## src/rtl/gf2m_serial_mult.sv

```systemverilog
// Bit-serial GF(2^m) multiplier, polynomial basis, MSB-first shift-and-add.
// One product every M+1 cycles; the result and its valid level are held
// until the next request is accepted.
module gf2m_serial_mult #(
  parameter int          M    = 163,
  parameter logic [M-1:0] POLY = 163'hC9
) (
  input  logic         i_clk,
  input  logic         i_rst_n,
  input  logic         i_in_valid,
  input  logic [M-1:0] i_a,
  input  logic [M-1:0] i_b,
  output logic         o_out_valid,
  output logic [M-1:0] o_c,
  output logic         o_busy
);

  localparam int CW = (M > 1) ? $clog2(M) : 1;
  localparam logic [CW-1:0] CNT_LAST = CW'(M - 1);

  typedef enum logic [1:0] {
    S_IDLE = 2'd0,
    S_RUN  = 2'd1,
    S_DONE = 2'd2
  } state_t;

  state_t        r_state;
  state_t        w_state_next;

  logic [M-1:0]  r_acc;
  logic [M-1:0]  r_a;
  logic [M-1:0]  r_b;
  logic [CW-1:0] r_cnt;
  logic [M-1:0]  r_c;
  logic          r_out_valid;
  logic          r_busy;

  logic [M-1:0]  w_acc_next;
  logic [M-1:0]  w_a_next;
  logic [M-1:0]  w_b_next;
  logic [CW-1:0] w_cnt_next;
  logic [M-1:0]  w_c_next;
  logic          w_out_valid_next;
  logic          w_busy_next;

  logic [M-1:0]  w_acc_step;
  logic          w_start;
  logic          w_last;

  // One MSB-first step: multiply acc by x, fold the overflowing x^M term
  // back in as POLY, then add a if the current multiplier bit is set.
  assign w_acc_step = {r_acc[M-2:0], 1'b0}
                    ^ (r_acc[M-1] ? POLY : '0)
                    ^ (r_b[M-1]   ? r_a  : '0);

  // A request is only honoured outside RUN; requests during RUN are dropped.
  assign w_start = i_in_valid && (r_state != S_RUN);
  assign w_last  = (r_state == S_RUN) && (r_cnt == '0);

  // State register.
  always_ff @(posedge i_clk or negedge i_rst_n) begin
    if (!i_rst_n) begin
      r_state <= S_IDLE;
    end else begin
      r_state <= w_state_next;
    end
  end

  // Next-state logic.
  always_comb begin
    w_state_next = r_state;
    case (r_state)
      S_IDLE:  if (i_in_valid) w_state_next = S_RUN;
      S_RUN:   if (r_cnt == '0) w_state_next = S_DONE;
      S_DONE:  if (i_in_valid) w_state_next = S_RUN;
      default: w_state_next = S_IDLE;
    endcase
  end

  // Datapath and output next values; all outputs are then registered.
  always_comb begin
    w_acc_next       = r_acc;
    w_a_next         = r_a;
    w_b_next         = r_b;
    w_cnt_next       = r_cnt;
    w_c_next         = r_c;
    w_out_valid_next = r_out_valid;
    w_busy_next      = r_busy;
    if (w_start) begin
      w_a_next         = i_a;
      w_b_next         = i_b;
      w_acc_next       = '0;
      w_cnt_next       = CNT_LAST;
      w_busy_next      = 1'b1;
      w_out_valid_next = 1'b0;
    end else if (r_state == S_RUN) begin
      w_acc_next = w_acc_step;
      w_b_next   = {r_b[M-2:0], 1'b0};
      if (w_last) begin
        w_c_next         = w_acc_step;
        w_out_valid_next = 1'b1;
        w_busy_next      = 1'b0;
      end else begin
        w_cnt_next = r_cnt - 1'b1;
      end
    end
  end

  // Datapath and output registers.
  always_ff @(posedge i_clk or negedge i_rst_n) begin
    if (!i_rst_n) begin
      r_acc       <= '0;
      r_a         <= '0;
      r_b         <= '0;
      r_cnt       <= '0;
      r_c         <= '0;
      r_out_valid <= 1'b0;
      r_busy      <= 1'b0;
    end else begin
      r_acc       <= w_acc_next;
      r_a         <= w_a_next;
      r_b         <= w_b_next;
      r_cnt       <= w_cnt_next;
      r_c         <= w_c_next;
      r_out_valid <= w_out_valid_next;
      r_busy      <= w_busy_next;
    end
  end

  assign o_out_valid = r_out_valid;
  assign o_c         = r_c;
  assign o_busy      = r_busy;

endmodule

```

## config.mk

```make
export PLATFORM = sky130hd
export DESIGN_NAME = gf2m_serial_mult
export DESIGN_NICKNAME = d
export VERILOG_FILES = /design/src/rtl/gf2m_serial_mult.sv
export SDC_FILE = /design/constraint.sdc
export NUM_CORES = 1
export LEC_CHECK = 0
export ABC_AREA = 1
export BUFFER_PORTS_ARGS = -buffer_cell sky130_fd_sc_hd__buf_2
export CAP_MARGIN = 5
export CORE_UTILIZATION = 51
export DETAILED_ROUTE_END_ITERATION = 6
export GPL_ROUTABILITY_DRIVEN = 0
export GPL_TIMING_DRIVEN = 0
export PLACE_DENSITY = 0.74
export SETUP_SLACK_MARGIN = 0.2
export SKIP_CTS_REPAIR_TIMING = 1
export SLEW_MARGIN = 20
export SYNTH_ARGS = -nofsm -noshare
export SYNTH_HDL_FRONTEND = slang
export SYNTH_SLANG_ARGS = --single-unit
export TNS_END_PERCENT = 20
```

## constraint.sdc

```tcl
create_clock -name i_clk -period 1.4 [get_ports i_clk]
set_input_delay 0.07 -clock i_clk [delete_from_list [all_inputs] [get_ports i_clk]]
set_output_delay 0.07 -clock i_clk [all_outputs]
set_load 0.01 [all_outputs]
```

==> results of run 1 <==
[through the flow]
step                      cell area [µm²]  power, µW  setup TNS (ps)
after floorplan                     27900      45800               0
after global placement              31300      52500        -9269630
after detailed placement            31500      53400         -274890
after CTS                           33800      72200         -254060
after global routing                39600      82300         -160980
final                               39600      77900         -115890
[cells by family (layout without fill, tap and decap cells)]
group,count (synthesis),count (layout),share of synthesized area
AOI/OAI and AO/OA,377,377,0.0848
xor gates and xnor gates,167,167,0.0524
adders and majority gates,2,2,0.000897
buffers and inverters,217,1209,0.0439
DFF,664,664,0.596
other,0,12,0
and+or+nand+nor,1593,1593,0.222
[worst reg2reg max path: stages, from the launching register on]
cell      delay (ps)
dfrtp_2          440
nand2_8          120
clkinv_8          80
nor2_4           130
buf_6            120
buf_12           130
buf_12           110
clkbuf_1         330
nand2_1          130
nand3_1          110
[final timing paths]
check                      startpoint  endpoint  depth (start not counted)
max                        r_state[0]   r_b[35]                          9
min                           i_rst_n   o_c[64]                          1
max reg2reg                r_state[0]   r_b[35]                          9
min reg2reg                  r_a[148]  r_a[148]                          2
max in group asynchronous     i_rst_n  o_c[148]                          4
min in group i_clk            i_a[35]   r_a[35]                          4
[power groups by stage]
stage	Clock [µW]	Sequential, µW	Combinational (µW)
2_1_floorplan	0	31400	14400
3_3_place_gp	0	31600	20800
3_5_place_dp	0	31800	21600
4_1_cts	18900	31600	21700
5_1_grt	19600	33200	29500
6_report	18700	32400	26700
[metal layers]
metal  global-route usage  vias to the layer above  share of wire
met5                    0                        -        0.00013
met4               0.0929                        2          0.050
met3               0.0660                      374          0.072
met2                0.446                     1187           0.49
met1                0.368                    12400           0.39
li1                     -                    11500              -
[layout by cell type (no fill, tap or decap), types with 2 or more instances in the layout]
cell type	n
o21ai_2	148
o21ai_0	74
buf_12	19
diode_2	12
inv_1	32
buf_4	21
clkbuf_4	20
clkbuf_2	16
xnor2_1	7
nand2_4	64
nor2_4	3
nand3_2	7
buf_2	517
o211ai_1	41
clkbuf_16	97
clkinv_2	7
nand2_1	1285
o21ai_1	111
bufinv_16	2
nand4_1	2
xor2_1	160
buf_16	9
clkbuf_1	34
inv_6	2
dfrtp_1	663
buf_8	33
nand2_8	2
buf_6	44
nand2_2	101
clkinv_8	2
inv_8	2
dlygate4sd3_1	327
nor2_1	5
inv_2	3
clkbuf_8	19
nand3_1	123
[final cells by class]
class | count | area share
Sequential cell | 664 | 0.420
Multi-Input combinational cell | 2139 | 0.279
Timing Repair Buffer | 872 | 0.172
Clock buffer | 106 | 0.0546
Buffer | 179 | 0.0433
Tap cell | 696 | 0.0220
Inverter | 38 | 0.00478
Clock inverter | 12 | 0.00332
Antenna cell | 12 | 0.000759
Timing Repair inverter | 2 | 0.000411
[registers in the layout (all words and copies together) (netlist names)]
name / count
r_cnt: 8
r_state: 2
o_c: 163
o_busy: 1
r_acc: 163
o_out_valid: 1
r_a: 163
r_b: 163
==> results.yml, run 1 <==
status:
  status: "finished, violations left"
  violations: "hold timing, setup timing"
synthesis:
  synth_area_um2: 27900
  syn_inst: 3020
  syn_area_per_cell_um2: 9.23
  synth_area_leader_cell: "dfrtp_1"
  ys_ff_latch: 664
  synthTopCellsByCount: "1447 x nand2_1, 664 x dfrtp_1, 171 x o21ai_0, 160 x xor2_1, 130 x nand3_1"
  synthFlopType: "dfrtp_1"
  ys_top_cells_by_area: "dfrtp_1 60%, nand2_1 19%, xor2_1 5.0%"
  async_flop_share: 1.00
  synth-edff-count: 0
  synth_most_common_cell: "nand2_1"
  ys_warn_count: 0
  synthesis.nets: 3351
  synth_cell_types: 27
  seq_area_frac_synth: 0.596
  synth_top_cell_area_share: 0.596
critical_path:
  required_ps: 1930
  slowest_stage: "dfrtp_2"
  critPathMaxStageDelay_ps: 440
  cp_common_cell: "buf_12"
  start_kind: "flop"
  regToRegSetupSlack_ps: -370
  path_cells: "nand2_8 > clkinv_8 > nor2_4 > buf_6 > buf_12 > buf_12 > clkbuf_1 > nand2_1 > nand3_1"
  cp-end-kind: "flop"
  critPathTopFamily: "buffers and inverters"
  critPathKind: "reg -> reg"
  crit_arrival_ps: 2300
  critPathBufInv: 5
  crit_path_max_fanout: 10
sta:
  setup_viol: 664
  rsz0062_at_grt: "yes"
  fin_ws_ps: -368
  clock_skew_ps: 24.3
  worstMarginPinSlew_ps: 635
  fmax_ghz: 0.566
  timing.final.crit_share: 1.26
  slew_violations: 0
  report.final.hold_viol_count: 314
  hold_slack_ps: -586
  slew_headroom: 0.577
  period_needed_ps: 1770
route:
  totalWireLength_mm: 92.4
  antenna_left: 0
  drtIter0Drc: 1996
  drt-pass1-iter-count: 5
  routedWlPerCell_um: 19.6
  drc: 0
  vias: 25500
  viasPerCell: 5.40
final_layout:
  syn2layout_area_growth_pct: 41.9
  fin_util: 0.734
  final_cells: 4720
  n_fill_cell: 3461
  drive_gt1_frac: 0.285
  layout.nets: 4297
  seq_area_um2: 16600
  multi_input_area_um2: 11000
worst_hold_path:
  hold_class: "in -> async"
power_and_ir_drop:
  power.internal_uw: 48900
  seqPwrFrac: 0.416
  p_clk_frac: 0.241
  power_frac_comb: 0.343
  power.switching_uw: 29000
  swShare: 0.372
  powerDensity_nw_per_um2: 1970
  ir_drop_uv: 1100
  total_leakage_power_uw: 0.0199
floorplan:
  fp.dieW_um: 236
  io_pins: 494
  rows: 85
  start_util: 0.517
  core_um2: 53900
  dieArea_um2: 55600
  die_h_um: 236
global_routing:
  grt_max_degree: 101
  grt-ovfl-total: 0
  grt_pass1_vias: 22100
  grt_pass1_wl_mm: 120
  antenna_found_initial: 12
  grt_use_total: 0.276
placement:
  dp.cells: 4216
  io_buffers: 493
  pre_cts_ws_ps: -646
  post-dp-hpwl_mm: 54.6
clocking:
  cts.clk_slew.worst_paths_ps: 60
  clk_latency_ps: 610
  clock_tree.buffer_depth: 3
  cts_tree: "yes"
  cts_buffers: 70
  clockRootBuffer: "clkbuf_16"
  htreeDepth: 3
  clock_sinks: 664
run:
  drv_cap: 0
Note: power is estimated with default switching activity, not from simulation.
==> run 2: changes to the inputs <==
Settings changed: ABC_AREA 1 to 0.
==> run 2 against run 1 <==
- the flow still finishes with violations (hold timing, setup timing)
- utilization decreased by 1.5 points
- largest cell class unchanged
- count of clock-buffer cells in the layout down 2
- power increased by 17%
- flip-flop and latch count unchanged
- synthesized cell count is 16% lower
==> results.yml, run 2 <==
floorplan:
  rows: 86
  dieArea_um2: 56600
  core_um2: 55100
  die_h_um: 238
  fp.dieW_um: 238
  start_util: 0.515
  io_pins: 494
critical_path:
  regToRegStartpoint: "r_cnt[0]"
  path_cells: "inv_2 > ha_4 > or3b_4 > buf_8 > nor3_4 > buf_6 > buf_12 > clkbuf_16 > mux2_4"
  slowest_stage: "dfrtp_1"
  start_kind: "flop"
  r2r-end: "o_c[132]"
  rr_worst_depth: 9
  regToRegSetupSlack_ps: -860
  critPathMaxStageDelay_ps: 420
  crit_path_max_fanout: 7
  cp-end-kind: "flop"
  critPathKind: "reg -> reg"
  required_ps: 1880
  crit_arrival_ps: 2740
placement:
  io_buffers: 492
  placed_area_um2: 32200
  dp.cells: 3769
  post-dp-hpwl_mm: 57.2
synthesis:
  synthFlopType: "dfrtp_1"
  syn_area_per_cell_um2: 11.3
  synth-edff-count: 0
  synth_area_um2: 28400
  synth_top_cell_area_share: 0.585
  async_flop_share: 1.00
  synth_most_common_cell: "dfrtp_1"
  ys_top_cells_by_area: "dfrtp_1 59%, mux2_2 7.8%, mux2i_1 5.9%"
  ys_ff_latch: 664
  seq_area_frac_synth: 0.585
  ys_warn_count: 0
  synthTopCellsByCount: "664 x dfrtp_1, 327 x nand2_1, 296 x o21ai_0, 197 x mux2_2, 166 x mux2i_1"
  synthesis.nets: 2853
  synth_area_leader_cell: "dfrtp_1"
  syn_inst: 2522
  synth_cell_types: 41
final_layout:
  final_cells: 4285
  fin_area_um2: 39600
  layout.nets: 3806
  syn2layout_area_growth_pct: 39.4
  drive_gt1_frac: 0.313
  fin_util: 0.718
  n_fill_cell: 3591
  layout_commonest_cell: "dfrtp_1"
  layout_common_cells: "662 x dfrtp_1, 506 x buf_2, 326 x dlygate4sd3_1, 277 x nand2_1, 197 x o21ai_0"
route:
  vias: 24700
  antenna_left: 0
  routedWlPerCell_um: 22.0
  totalWireLength_mm: 94.4
  drtIter0Drc: 1890
  drc: 0
  viasPerCell: 5.76
  drt-pass1-iter-count: 5
global_routing:
  grt-ovfl-total: 0
  antenna_found_initial: 9
  grt_pass1_wl_mm: 125
  grt_max_degree: 106
  grt_pass1_vias: 22800
  grt_use_total: 0.282
sta:
  fmax_ghz: 0.443
  rsz0062_at_grt: "yes"
  slew_headroom: 0.358
  report.final.hold_viol_count: 314
  worstMarginPinSlew_ps: 963
  setup_viol: 664
  hold_slack_ps: -520
  period_needed_ps: 2260
  fin_ws_ps: -859
  clock_skew_ps: 28.4
  timing.final.crit_share: 1.61
  slew_violations: 0
clocking:
  clock_sinks: 664
  clock_tree.buffer_depth: 3
  cts_buffers: 72
  htreeDepth: 3
  clockRootBuffer: "clkbuf_16"
  clk_latency_ps: 620
  cts.clk_slew.worst_paths_ps: 60
  cts_tree: "yes"
power_and_ir_drop:
  ir_drop_uv: 1440
  total_leakage_power_uw: 0.0188
  powerDensity_nw_per_um2: 2310
worst_hold_path:
  hold_class: "in -> async"
run:
  drv_cap: 0
status:
  violations: "hold timing, setup timing"
  status: "finished, violations left"
-- run 2: power breakdown --
group / internal (µW) / leakage, µW / switching (µW)
clock: 11100 / 0.00115 / 7950
combinational: 16200 / 0.00934 / 20700
sequential: 28900 / 0.00832 / 6410
total: 56300 / 0.0188 / 35100
-- run 2: worst max-delay path: cells and delay by family, from the launching register on --
kind                       cells  cell delay, ps
adders and majority gates      1             150
and+or+nand+nor                2             530
muxes                          1             300
buffers and inverters          5             730
DFF                            1             420
-- run 2: cell type report --
cell class / instances / area [µm²] / share of cell area
Buffer: 208 / 1400 / 0.0354
Clock inverter: 23 / 243 / 0.00613
Inverter: 4 / 15.0 / 0.000379
Antenna cell: 9 / 22.5 / 0.000569
Timing Repair Buffer: 880 / 6790 / 0.172
Clock buffer: 104 / 2080 / 0.0526
Multi-Input combinational cell: 1645 / 11500 / 0.290
Sequential cell: 664 / 16600 / 0.420
Tap cell: 748 / 936 / 0.0236
-- run 2: metal layers --
metal / global-route usage / wire (µm) / up-vias
met5: 0 / 40 / -
met4: 0.103 / 4400 / 6
met3: 0.0831 / 7780 / 314
met2: 0.463 / 46300 / 1183
met1: 0.354 / 35800 / 12400
li1: - / - / 10800
-- run 2: through the flow --
step / setup TNS (ps) / power [µW] / setup WS, ps
after floorplan: -237950 / 53700 / -749
after global placement: -9410630 / 63400 / -12970
after detailed placement: -903070 / 65100 / -1680
after CTS: -883750 / 84400 / -1730
after global routing: -344250 / 96200 / -898
final: -303590 / 91300 / -859
-- run 2: cells by family (layout without fill, tap and decap cells) --
kind of cell	after synthesis	in the layout	share of synthesized area
other cells	0	9	0
simple gates	516	516	0.0793
buf+inv	213	1219	0.0305
xor+xnor	166	166	0.0512
fa+ha+maj	2	2	0.000881
compound gates	596	596	0.115
flops	664	664	0.585
mux	365	365	0.137
-- run 2: worst max-delay path by stage --
stage / startpoint / to / slack, ps / cells past startpoint
after floorplan: r_cnt[1] / o_c[128] / -750 / 7
after global placement: i_rst_n / r_acc[27] / -12970 / 1
after detailed placement: r_state[0] / r_b[162] / -1680 / 7
after CTS: r_state[0] / r_b[162] / -1730 / 7
after global routing: r_cnt[0] / o_c[136] / -900 / 9
final: r_cnt[0] / o_c[132] / -860 / 9
